**config.mk**
```make
export PLATFORM = sky130hd
export DESIGN_NAME = mem_arbiter
export DESIGN_NICKNAME = d
export VERILOG_FILES = /design/src/rtl/mem_arbiter.sv
export SDC_FILE = /design/constraint.sdc
export NUM_CORES = 1
export LEC_CHECK = 0
export CAP_MARGIN = 30
export CORE_ASPECT_RATIO = 1.1
export CORE_UTILIZATION = 37
export DETAILED_ROUTE_END_ITERATION = 16
export GPL_ROUTABILITY_DRIVEN = 0
export PLACE_DENSITY = 0.88
export RECOVER_POWER = 50
export SYNTH_ARGS = -nofsm -noshare
export SYNTH_HDL_FRONTEND = slang
export SYNTH_SLANG_ARGS = --single-unit
```
**constraint.sdc**
```tcl
create_clock -name clk -period 7.6 [get_ports clk]
set_input_delay 1.52 -clock clk [delete_from_list [all_inputs] [get_ports clk]]
set_output_delay 1.52 -clock clk [all_outputs]
set_load 0.05 [all_outputs]
```
**src/rtl/mem_arbiter.sv**
```systemverilog
// mem_arbiter: shares a word-wide single-port RAM between fetch and load/store,
// with round-robin arbitration, read-modify-write sub-word stores and extending loads.
module mem_arbiter #(
    parameter int ADDR_WIDTH = 12,
    parameter int DATA_WIDTH = 32
) (
    input  logic                  clk,
    input  logic                  rst,
    input  logic                  i_req,
    input  logic [ADDR_WIDTH-1:0] i_addr,
    output logic [DATA_WIDTH-1:0] i_rdata,
    output logic                  i_valid,
    input  logic                  d_req,
    input  logic                  d_we,
    input  logic [1:0]            d_size,
    input  logic                  d_unsigned,
    input  logic [ADDR_WIDTH-1:0] d_addr,
    input  logic [DATA_WIDTH-1:0] d_wdata,
    output logic [DATA_WIDTH-1:0] d_rdata,
    output logic                  d_valid,
    output logic                  d_err,
    output logic [ADDR_WIDTH-1:0] ram_addr,
    output logic [DATA_WIDTH-1:0] ram_in,
    output logic                  ram_wen,
    input  logic [DATA_WIDTH-1:0] ram_out
);
    typedef enum logic [2:0] {IDLE, I_RD, D_RD, D_WR, D_RMW, D_ERR} state_t;
    state_t state, state_nx;
    logic last_d, last_d_nx;
    logic grant_d, grant_i, d_bad;
    logic [1:0] a;
    logic [7:0] lb;
    logic [15:0] lh;
    logic [DATA_WIDTH-1:0] ld, merged;
    assign a = d_addr[1:0];
    assign grant_d = d_req && (!i_req || !last_d);
    assign grant_i = i_req && !grant_d;
    assign d_bad = (d_size == 2'b11) || (d_size == 2'b01 && a[0]) || (d_size == 2'b10 && a != 2'b00);
    assign lb = ram_out[8*a +: 8];
    assign lh = a[1] ? ram_out[31:16] : ram_out[15:0];
    assign ld = d_size == 2'b00 ? {{24{~d_unsigned & lb[7]}}, lb}
              : d_size == 2'b01 ? {{16{~d_unsigned & lh[15]}}, lh}
              : ram_out;
    // Sub-word store: splice new lane(s) into the word read back in the grant cycle
    always_comb begin
        merged = ram_out;
        if (d_size == 2'b00)
            merged[8*a +: 8] = d_wdata[7:0];
        else
            merged[16*a[1] +: 16] = d_wdata[15:0];
    end
    always_comb begin
        state_nx  = state;
        last_d_nx = last_d;
        i_rdata   = '0;
        i_valid   = 1'b0;
        d_rdata   = '0;
        d_valid   = 1'b0;
        d_err     = 1'b0;
        ram_addr  = '0;
        ram_in    = '0;
        ram_wen   = 1'b0;
        case (state)
            IDLE: begin
                if (grant_d) begin
                    last_d_nx = 1'b1;
                    if (d_bad) begin
                        state_nx = D_ERR;
                    end else begin
                        ram_addr = d_addr;
                        if (!d_we) begin
                            state_nx = D_RD;
                        end else if (d_size == 2'b10) begin
                            ram_in   = d_wdata;
                            ram_wen  = 1'b1;
                            state_nx = D_WR;
                        end else begin
                            state_nx = D_RMW;
                        end
                    end
                end else if (grant_i) begin
                    last_d_nx = 1'b0;
                    ram_addr  = i_addr;
                    state_nx  = I_RD;
                end
            end
            I_RD: begin
                i_valid  = 1'b1;
                i_rdata  = ram_out;
                state_nx = IDLE;
            end
            D_RD: begin
                d_valid  = 1'b1;
                d_rdata  = ld;
                state_nx = IDLE;
            end
            D_WR: begin
                d_valid  = 1'b1;
                state_nx = IDLE;
            end
            D_RMW: begin
                ram_addr = d_addr;
                ram_in   = merged;
                ram_wen  = 1'b1;
                d_valid  = 1'b1;
                state_nx = IDLE;
            end
            D_ERR: begin
                d_valid  = 1'b1;
                d_err    = 1'b1;
                state_nx = IDLE;
            end
            default: state_nx = IDLE;
        endcase
        // Reset silences everything, including a pending read-modify-write
        if (rst) begin
            i_rdata  = '0;
            i_valid  = 1'b0;
            d_rdata  = '0;
            d_valid  = 1'b0;
            d_err    = 1'b0;
            ram_addr = '0;
            ram_in   = '0;
            ram_wen  = 1'b0;
        end
    end
    always_ff @(posedge clk) begin
        if (rst) begin
            state  <= IDLE;
            last_d <= 1'b0;
        end else begin
            state  <= state_nx;
            last_d <= last_d_nx;
        end
    end
endmodule
```
==> metrics.md, run 1 <==
| Metric | Value |
|---|---|
| Worst-Skew Late Latency | `0.22 ns` |
| Core Util, Final | `68.4%` |
| Count of state elements after synthesis | `4` |
| Die ar. | `0.00758 mm2` |
| Placed instance count | `622` |
| Via/cell ratio | `6.23` |
| CTS tree | `yes` |
| Reg clk slew, reported paths | `0.03 ns` |
| CP arrival | `5.03 ns` |
| Clock sink total | `4` |
| Crit path launch type | `input port` |
| Dpl hpwl | `9580 um` |
| Area leader, netlist | `mux2i_1` |
| Total setup buffers inserted after CTS | `0` |
| Starting Density | `38.2%` |
| Worst-Margin Slew | `1.06 ns` |
| Met1 capacity usage during global routing | `34.2%` |
| Avg Synthesized Cell Area | `7.46 um2` |
| I/O pins | `208` |
| Syn_nets | `460` |
| Post-synthesis adder-cell area fraction | `2.34%` |
| Maximum VDD drop | `114 uV` |
| Antenna violations before repair | `0` |
| Resized Gates After CTS | `0` |
| Post-Synth Simple-Gate Area | `20.0%` |
| Synth Flop Type | `dfxtp_1` |
| Synth async-reset ratio | `0%` |
| Xor and xnor fraction of the mapped netlist area | `0.327%` |
| Leak | `2.18 nW` |
| Mapped Area | `0.00268 mm2` |
| Max Buffers Root-to-Sink | `2` |
| Max incr delay on CP | `0.82 ns` |
| Routed vias | `3,894` |
| CTS Hold Bufs | `0` |
| Final net count | `643` |
| Post-synth cell types | `43` |
| GR Util met2 | `57.4%` |
| Largest cells by area after synthesis | `mux2i_1 18%, a221o_1 11%, a32o_1 9.0%, and2_1 7.9%, mux2_2 7.1%` |
| Largest family of logic cells by synthesized area | `compound AO/OA/AOI/OAI gates` |
| Crit path max-delay family | `buffers and inverters` |
| Number of synthesized flops with an enable pin | `0` |
| Critical Path, Cell by Cell | `dlygate4sd3_1 -> inv_1 -> ha_1 -> nand2_1 -> nor3_1 -> a221o_1 -> a32o_1 -> clkdlybuf4s50_1` |
| Dpl ws | `1.15 ns` |
| First-pass GRT wire length | `19,500 um` |
| Max Slew Vio Count | `0` |
| Area Overhead vs Synth | `78.9%` |
| Slowest CP cell | `clkdlybuf4s50_1` |
| Max-cap violations | `0` |
| Rel. slew slack | `28.8%` |
| Core Box Area | `0.00701 mm2` |
| WP buf/inv | `3` |
| I/O Buffers | `207` |
| Antenna-violating nets left | `0` |
| Top cell type's share of synthesized area | `17.6%` |
| Cell Count, Final, Fillers Out | `625` |
| Largest net degree at the start of global routing | `39` |
| Global routing's busiest layer | `met2` |
| Total Power | `0.342 mW` |
| Die width | `83.1 um` |
| Antenna fix cells | `0` |
| Mux cell area share after synthesis | `24.7%` |
| GRT Util Overall | `31.2%` |
| Die Y | `91.2 um` |
| CTS buffer count | `3` |
| Critical path class | `in -> out` |
| DR DRC count | `0` |
| Layout cells sized above 1 | `5.93%` |
| Synth warn | `0` |
| Worst hold path class | `reg -> reg` |
| Final wirelength | `12,300 um` |
| Drt first pass iters | `5` |
| Max Fclk | `0.153 GHz` |
| Pwr dens | `71.3 mW/mm2` |
| Unrepaired setup endpoints after global routing | `no` |
| Final setup margin | `1.05 ns` |
| Status | `completed` |
| Setup Skew | `0.00231 ns` |
| CP max FO | `11` |
| Final period utilization | `86.2%` |
| GRT met3 Usage | `5.45%` |
| Vias in the first global route | `3,857` |
| Post-Synthesis Cells | `359` |
| WL/cell | `19.6 um` |
| FP Rows | `32` |
| Crit path time final | `6.55 ns` |
| Synth Area in Compound Gates | `42.5%` |
| Post-synthesis sequential area ratio | `2.99%` |
| Worst Path Required | `6.08 ns` |
| Final hold vios | `0` |
| Root Buffer | `clkbuf_8` |
| H-tree levels | `1` |
| DRT iter0 DRCs | `238` |
| Final setup violation count | `0` |
| Setup Total Neg Slack | `0 ns` |
| Total grt overflow | `0` |
| Critical Path End Type | `primary output` |
flip-flops by register name, summed over array words and instances (netlist names):
name and cells:
state 3, last_d 1
path summary, 6_finish.rpt:
check | start | endpoint | slack (ns) | cells past startpoint
worst max-delay path | d_addr[0] | ram_in[15] | 1.05 | 8
worst min-delay path | last_d | last_d | 0.51 | 1
worst max register to register | state[2] | state[1] | 6.23 | 3
worst min register to register | last_d | last_d | 0.51 | 1
cell families after synthesis:
kind of cell             count (synthesis)
adder cells (fa/ha/maj)                  5
AO/OA/AOI/OAI                          139
flip-flops                               4
AND/OR/NAND/NOR                        100
multiplexers                            64
XOR/XNOR                                 1
buffers and inverters                   46
area by class of cell:
class | instances | area (um2)
fill | 583 | 2210
inverter | 11 | 41.3
multi-input combinational | 309 | 2410
tap | 85 | 106
sequential | 4 | 80.1
clock buffer | 3 | 41.3
timing repair buffer | 213 | 2110
synthesized netlist by cell type, types with 5 or more instances:
library cell,count
a211oi_1,9
a21o_1,17
a21oi_1,10
a221o_1,30
a22o_1,18
a32o_1,24
and2_1,34
clkbuf_1,26
ha_1,5
inv_1,9
mux2_2,17
mux2i_1,47
nand2_1,36
nor2_1,8
nor3_1,6
o21ai_0,8
o22ai_1,11
through the flow:
step | hold WS [ns] | cell area (um2)
after global routing | 0.531 | 4790
after detailed placement | 0.487 | 4750
final | 0.507 | 4790
after global placement | 0.489 | 4750
after CTS | 0.504 | 4790
after floorplan | 0.457 | 2680
placed cells by master, fill, tap and decap left out, drive strengths merged, types with 4 or more instances in the layout:
cell           instances
clkdlybuf4s50        152
dlygate4sd3           54
mux2i                 47
nand2                 36
and2                  34
a221o                 30
a32o                  24
a22o                  18
mux2                  17
a21o                  17
o22ai                 11
o21ai                 11
a21oi                 10
inv                    9
a211oi                 9
nor2                   9
buf                    7
nor3                   6
ha                     5
dfxtp                  4
report_power, final:
| group | internal, mW | switching [mW] | leakage [nW] |
|---|---|---|---|
| Combinational | 0.114 | 0.155 | 2.13 |
| Clock | 0.0339 | 0.0127 | 0.0216 |
| Sequential | 0.0229 | 0.00310 | 0.0329 |
| Total | 0.171 | 0.170 | 2.18 |
layer usage:
metal / vias to the layer above / wire length [um] / part of all wire (%)
li1: 1789 / - / -
met3: 42 / 924 / 7.5
met5: - / 0 / 0
met2: 251 / 6200 / 51
met1: 1812 / 4620 / 38
met4: 0 / 536 / 4.4
Note: power is estimated with default switching activity, not from simulation.
==> run 2, diff against run 1 <==
Settings changed: CORE_UTILIZATION 37 to 31, PLACE_DENSITY 0.88 to 0.79.
Clock period 7.6 ns to 5.8 ns, I/O delays scaled along.
==> metrics.md, run 2 (synthesis gave the netlist of run 1 again) <==
| Metric | Value |
|---|---|
| I/O pins | `208 (unchanged)` |
| Status | `completed` |
| Slowest CP cell | `clkdlybuf4s50_1` |
| Final net count | `647 (+0.62%)` |
| I/O Buffers | `207 (unchanged)` |
| Max Fclk | `0.182 GHz` |
| Commonest non-fill, non-tap cells in the layout | `132 x clkdlybuf4s50_1, 47 x mux2i_1, 38 x dlygate4sd3_1` |
| Vias in the first global route | `3,892 (+0.91%)` |
| Via/cell ratio | `5.96 (-4.4%)` |
| Core Box Area | `0.00836 mm2 (+19%)` |
| Crit path launch type | `input port` |
| Final wirelength | `12,700 um (+3.2%)` |
| Final period utilization | `94.8%` |
| Maximum VDD drop | `142 uV (+25%)` |
| Critical path class | `in -> out` |
| Worst-Skew Late Latency | `0.22 ns (about the same)` |
| Setup Total Neg Slack | `0 ns (unchanged)` |
| WL/cell | `19.3 um (-1.6%)` |
| GRT Util Overall | `26.8% (-4.4 points)` |
| Area Overhead vs Synth | `83.8%` |
| Most common cell after layout, fill and taps aside | `clkdlybuf4s50_1` |
| DR DRC count | `0 (unchanged)` |
| R2r setup slk | `4.54 ns (-1.69 ns)` |
| Layout cells sized above 1 | `9.93% (+4.0 points)` |
| Dpl hpwl | `9860 um (+2.9%)` |
| Max incr delay on CP | `0.85 ns (+0.03 ns)` |
| Largest net degree at the start of global routing | `64 (+64%)` |
| Max Slew Vio Count | `0 (unchanged)` |
| Total grt overflow | `0 (unchanged)` |
| Final setup violation count | `0 (unchanged)` |
| Critical Path End Type | `primary output` |
| Antenna violations before repair | `0 (unchanged)` |
| Largest regs | `state x3, last_d x1` |
| Leak | `2.19 nW (+0.41%)` |
| Pwr dens | `91.7 mW/mm2 (+29%)` |
| Max-cap violations | `0 (unchanged)` |
| DRT iter0 DRCs | `205 (-14%)` |
| CTS tree | `yes` |
| Root Buffer | `clkbuf_8` |
| Die ar. | `0.00902 mm2 (+19%)` |
| FP Rows | `35 (+9.4%)` |
| Number of flip-flops in the largest register | `3 (unchanged)` |
| Crit path max-delay family | `simple AND/OR/NAND/NOR gates` |
| Final hold vios | `0 (unchanged)` |
| Critical Path, Cell by Cell | `dlygate4sd3_1 -> or4b_1 -> or3_4 -> or3_4 -> o21ai_1 -> clkdlybuf4s50_1` |
| Worst hold path class | `reg -> reg` |
| Reg with most FFs | `state` |
| Die Y | `99.5 um (+9.0%)` |
| Clock sink total | `4 (unchanged)` |
| Starting Density | `32.0% (-6.2 points)` |
| Routed vias | `3,901 (+0.18%)` |
| Crit path time final | `5.50 ns` |
| WP buf/inv | `2 (-1)` |
| CTS buffer count | `3 (unchanged)` |
| H-tree levels | `1 (unchanged)` |
| Unrepaired setup endpoints after global routing | `no` |
| Antenna fix cells | `0 (unchanged)` |
| FILL cells | `767 (+32%)` |
| Reg clk slew, reported paths | `0.03 ns (about the same)` |
| Total setup buffers inserted after CTS | `0 (unchanged)` |
| Max Buffers Root-to-Sink | `2 (unchanged)` |
| Final setup margin | `0.299 ns (-0.749 ns)` |
| Dpl ws | `0.379 ns (-0.766 ns)` |
| First-pass GRT wire length | `19,700 um (+1.3%)` |
| Rel. slew slack | `30.9% (+2.1 points)` |
| Antenna-violating nets left | `0 (unchanged)` |
| CP arrival | `4.34 ns (-0.69 ns)` |
| Drt first pass iters | `5 (unchanged)` |
| CTS Hold Bufs | `0 (unchanged)` |
| Die width | `90.6 um (+9.0%)` |
| Resized Gates After CTS | `0 (unchanged)` |
| CP dominant cell by count | `or3_4` |
| CP max FO | `9 (-2)` |
| Worst-Margin Slew | `1.03 ns (-0.0354 ns)` |
| Setup Skew | `0.00220 ns (-0.000106 ns)` |
| Worst Path Required | `4.64 ns (-1.44 ns)` |
run 2: final timing paths:
| path | start | end | cells past startpoint |
|---|---|---|---|
| max | rst | d_rdata[13] | 6 |
| min | last_d | last_d | 1 |
| max reg2reg | state[2] | state[1] | 3 |
| min reg2reg | last_d | last_d | 1 |
run 2: through the flow:
stage               instance area [um2]  std cells  utilization (%)  power, mW  hold slack, ns
finish                             4920        655             58.9      0.452           0.510
floorplan                          2680        359                -      0.233           0.457
global route                       4920        655             58.9      0.475           0.522
global placement                   5110        652             61.1      0.398           0.488
detailed placement                 5110        652             61.1      0.404           0.508
CTS                                5150        655             61.6      0.465           0.513
run 2: power by group:
part | total (mW) | internal, mW | switching (mW)
Clock | 0.0591 | 0.0443 | 0.0148
Combinational | 0.358 | 0.154 | 0.205
Sequential | 0.0341 | 0.0300 | 0.00414
run 2: cell type report:
class,count,area [um2],share of cell area (%)
tap,111,139,2.82
multi-input combinational,309,2410,49.0
clock buffer,3,41.3,0.839
sequential,4,80.1,1.63
timing repair buffer,217,2210,44.9
inverter,11,41.3,0.839
run 2: per-layer routing:
layer  share of wire [%]  track usage (%)  wire (um)  vias up
li1                    -                -          -     1795
met4                 4.6             12.9        585        0
met3                 7.3             3.59        927       42
met5                   0                0          0        -
met2                  51             49.6       6440      237
met1                  37             30.1       4710     1827
==> run 3, diff against run 2 <==
Settings changed: RECOVER_POWER 50 to default.
==> metrics.md, run 3 (synthesis gave the netlist of run 1 again) <==
| Metric | Value |
|---|---|
| FF-to-FF path depth | `3 (unchanged)` |
| WHS Path Cells | `1 (unchanged)` |
| CP arrival | `4.27 ns (-0.07 ns)` |
| Worst-Margin Slew | `0.955 ns (-0.0739 ns)` |
| Max Buffers Root-to-Sink | `2 (unchanged)` |
| FILL cells | `735 (-4.2%)` |
| Largest net degree at the start of global routing | `64 (unchanged)` |
| Total setup buffers inserted after CTS | `0 (unchanged)` |
| Drt first pass iters | `5 (unchanged)` |
| Dpl hpwl | `9860 um (unchanged)` |
| Vias in the first global route | `3,892 (unchanged)` |
| Reg with most FFs | `state` |
| Pwr dens | `90.5 mW/mm2 (-1.3%)` |
| H-tree levels | `1 (unchanged)` |
| Worst-Skew Late Latency | `0.22 ns (about the same)` |
| Max Slew Vio Count | `0 (unchanged)` |
| Die width | `90.6 um (unchanged)` |
| Root Buffer | `clkbuf_8` |
| Status | `completed` |
| Final net count | `647 (unchanged)` |
| Reg clk slew, reported paths | `0.03 ns (about the same)` |
| CP max FO | `9 (unchanged)` |
| Largest regs | `state x3, last_d x1` |
| Final hold vios | `0 (unchanged)` |
| I/O Buffers | `207 (unchanged)` |
| Total grt overflow | `0 (unchanged)` |
| DR DRC count | `0 (unchanged)` |
| CTS buffer count | `3 (unchanged)` |
| GRT Util Overall | `26.8% (unchanged)` |
| Final setup violation count | `0 (unchanged)` |
| Setup Skew | `0.00220 ns (-0.000000410 ns)` |
| Routed vias | `3,889 (-0.31%)` |
| I/O pins | `208 (unchanged)` |
| Antenna-violating nets left | `0 (unchanged)` |
| Maximum VDD drop | `142 uV (about the same)` |
| Commonest non-fill, non-tap cells in the layout | `170 x clkdlybuf4s50_1, 47 x mux2i_1, 36 x nand2_1` |
| Worst hold path class | `reg -> reg` |
| Critical path class | `in -> out` |
| Max-cap violations | `0 (unchanged)` |
| CTS tree | `yes` |
| DRT iter0 DRCs | `195 (-4.9%)` |
| Antenna violations before repair | `0 (unchanged)` |
| Via/cell ratio | `5.94 (-0.31%)` |
| Crit path time final | `5.43 ns (-0.0748 ns)` |
| Max Fclk | `0.184 GHz (+1.4%)` |
| Antenna fix cells | `0 (unchanged)` |
| Die Y | `99.5 um (unchanged)` |
| CTS Hold Bufs | `0 (unchanged)` |
| Leak | `2.18 nW (-0.39%)` |
| Area Overhead vs Synth | `92.4%` |
| Final period utilization | `93.6% (-1.3 points)` |
| First-pass GRT wire length | `19,700 um (unchanged)` |
| Final hold slack | `0.510 ns (+0.00000400 ns)` |
| Die ar. | `0.00902 mm2 (unchanged)` |
| Setup Total Neg Slack | `0 ns (unchanged)` |
| Worst Path Required | `4.64 ns (about the same)` |
| FP Rows | `35 (unchanged)` |
| Critical Path End Type | `primary output` |
| Most common cell after layout, fill and taps aside | `clkdlybuf4s50_1` |
| Rel. slew slack | `35.9% (+5.0 points)` |
| Crit path launch type | `input port` |
| Number of flip-flops in the largest register | `3 (unchanged)` |
| Layout cells sized above 1 | `13.2% (+3.3 points)` |
| WL/cell | `19.2 um (-0.48%)` |
| Clock sink total | `4 (unchanged)` |
| Core Box Area | `0.00836 mm2 (unchanged)` |
| Final wirelength | `12,600 um (-0.48%)` |
| Resized Gates After CTS | `0 (unchanged)` |
| Unrepaired setup endpoints after global routing | `no` |
| Starting Density | `32.0% (unchanged)` |
-- run 3: critical path: stages --
cell and delay (ns):
clkdlybuf4s50_1 0.56, or4b_1 0.70, or3_4 0.42, or3_4 0.43, o21ai_1 0.14, clkdlybuf4s50_1 0.85
-- run 3: worst paths after layout --
path / from / to / slack, ns
worst max-delay path: rst / d_rdata[13] / 0.37
worst min register to register: last_d / last_d / 0.51
worst min-delay path: last_d / last_d / 0.51
worst max register to register: state[2] / state[1] / 4.52
-- run 3: cell type report --
class,instances,area (um2),share of cell area (%)
well taps,111,139,2.69
multi-input cells,309,2410,46.8
clock buffers,3,41.3,0.801
repair buffers,217,2440,47.3
inverters,11,41.3,0.801
flip-flops and latches,4,80.1,1.55
-- run 3: report_power, final --
part	total [mW]	switching [mW]	leakage [nW]	internal, mW
registers	0.0341	0.00413	0.0329	0.0300
clock network	0.0590	0.0148	0.0216	0.0443
logic	0.373	0.206	2.13	0.167
-- run 3: per-stage QoR --
| step | instance area [um2] | worst slack (ns) | instances | power (mW) | util, % |
|---|---|---|---|---|---|
| after CTS | 5150 | 0.382 | 655 | 0.465 | 61.6 |
| after detailed placement | 5110 | 0.379 | 652 | 0.404 | 61.1 |
| after global placement | 5110 | 0.530 | 652 | 0.398 | 61.1 |
| after floorplan | 2680 | 0.955 | 359 | 0.233 | - |
| after global routing | 5150 | 0.281 | 655 | 0.490 | 61.6 |
| final | 5150 | 0.374 | 655 | 0.466 | 61.6 |
-- run 3: layer usage --
layer	wire length (um)	global-route usage, %	up-vias
met4	573	12.9	0
met1	4750	30.1	1813
li1	-	-	1797
met2	6390	49.6	240
met5	0	0	-
met3	898	3.59	39
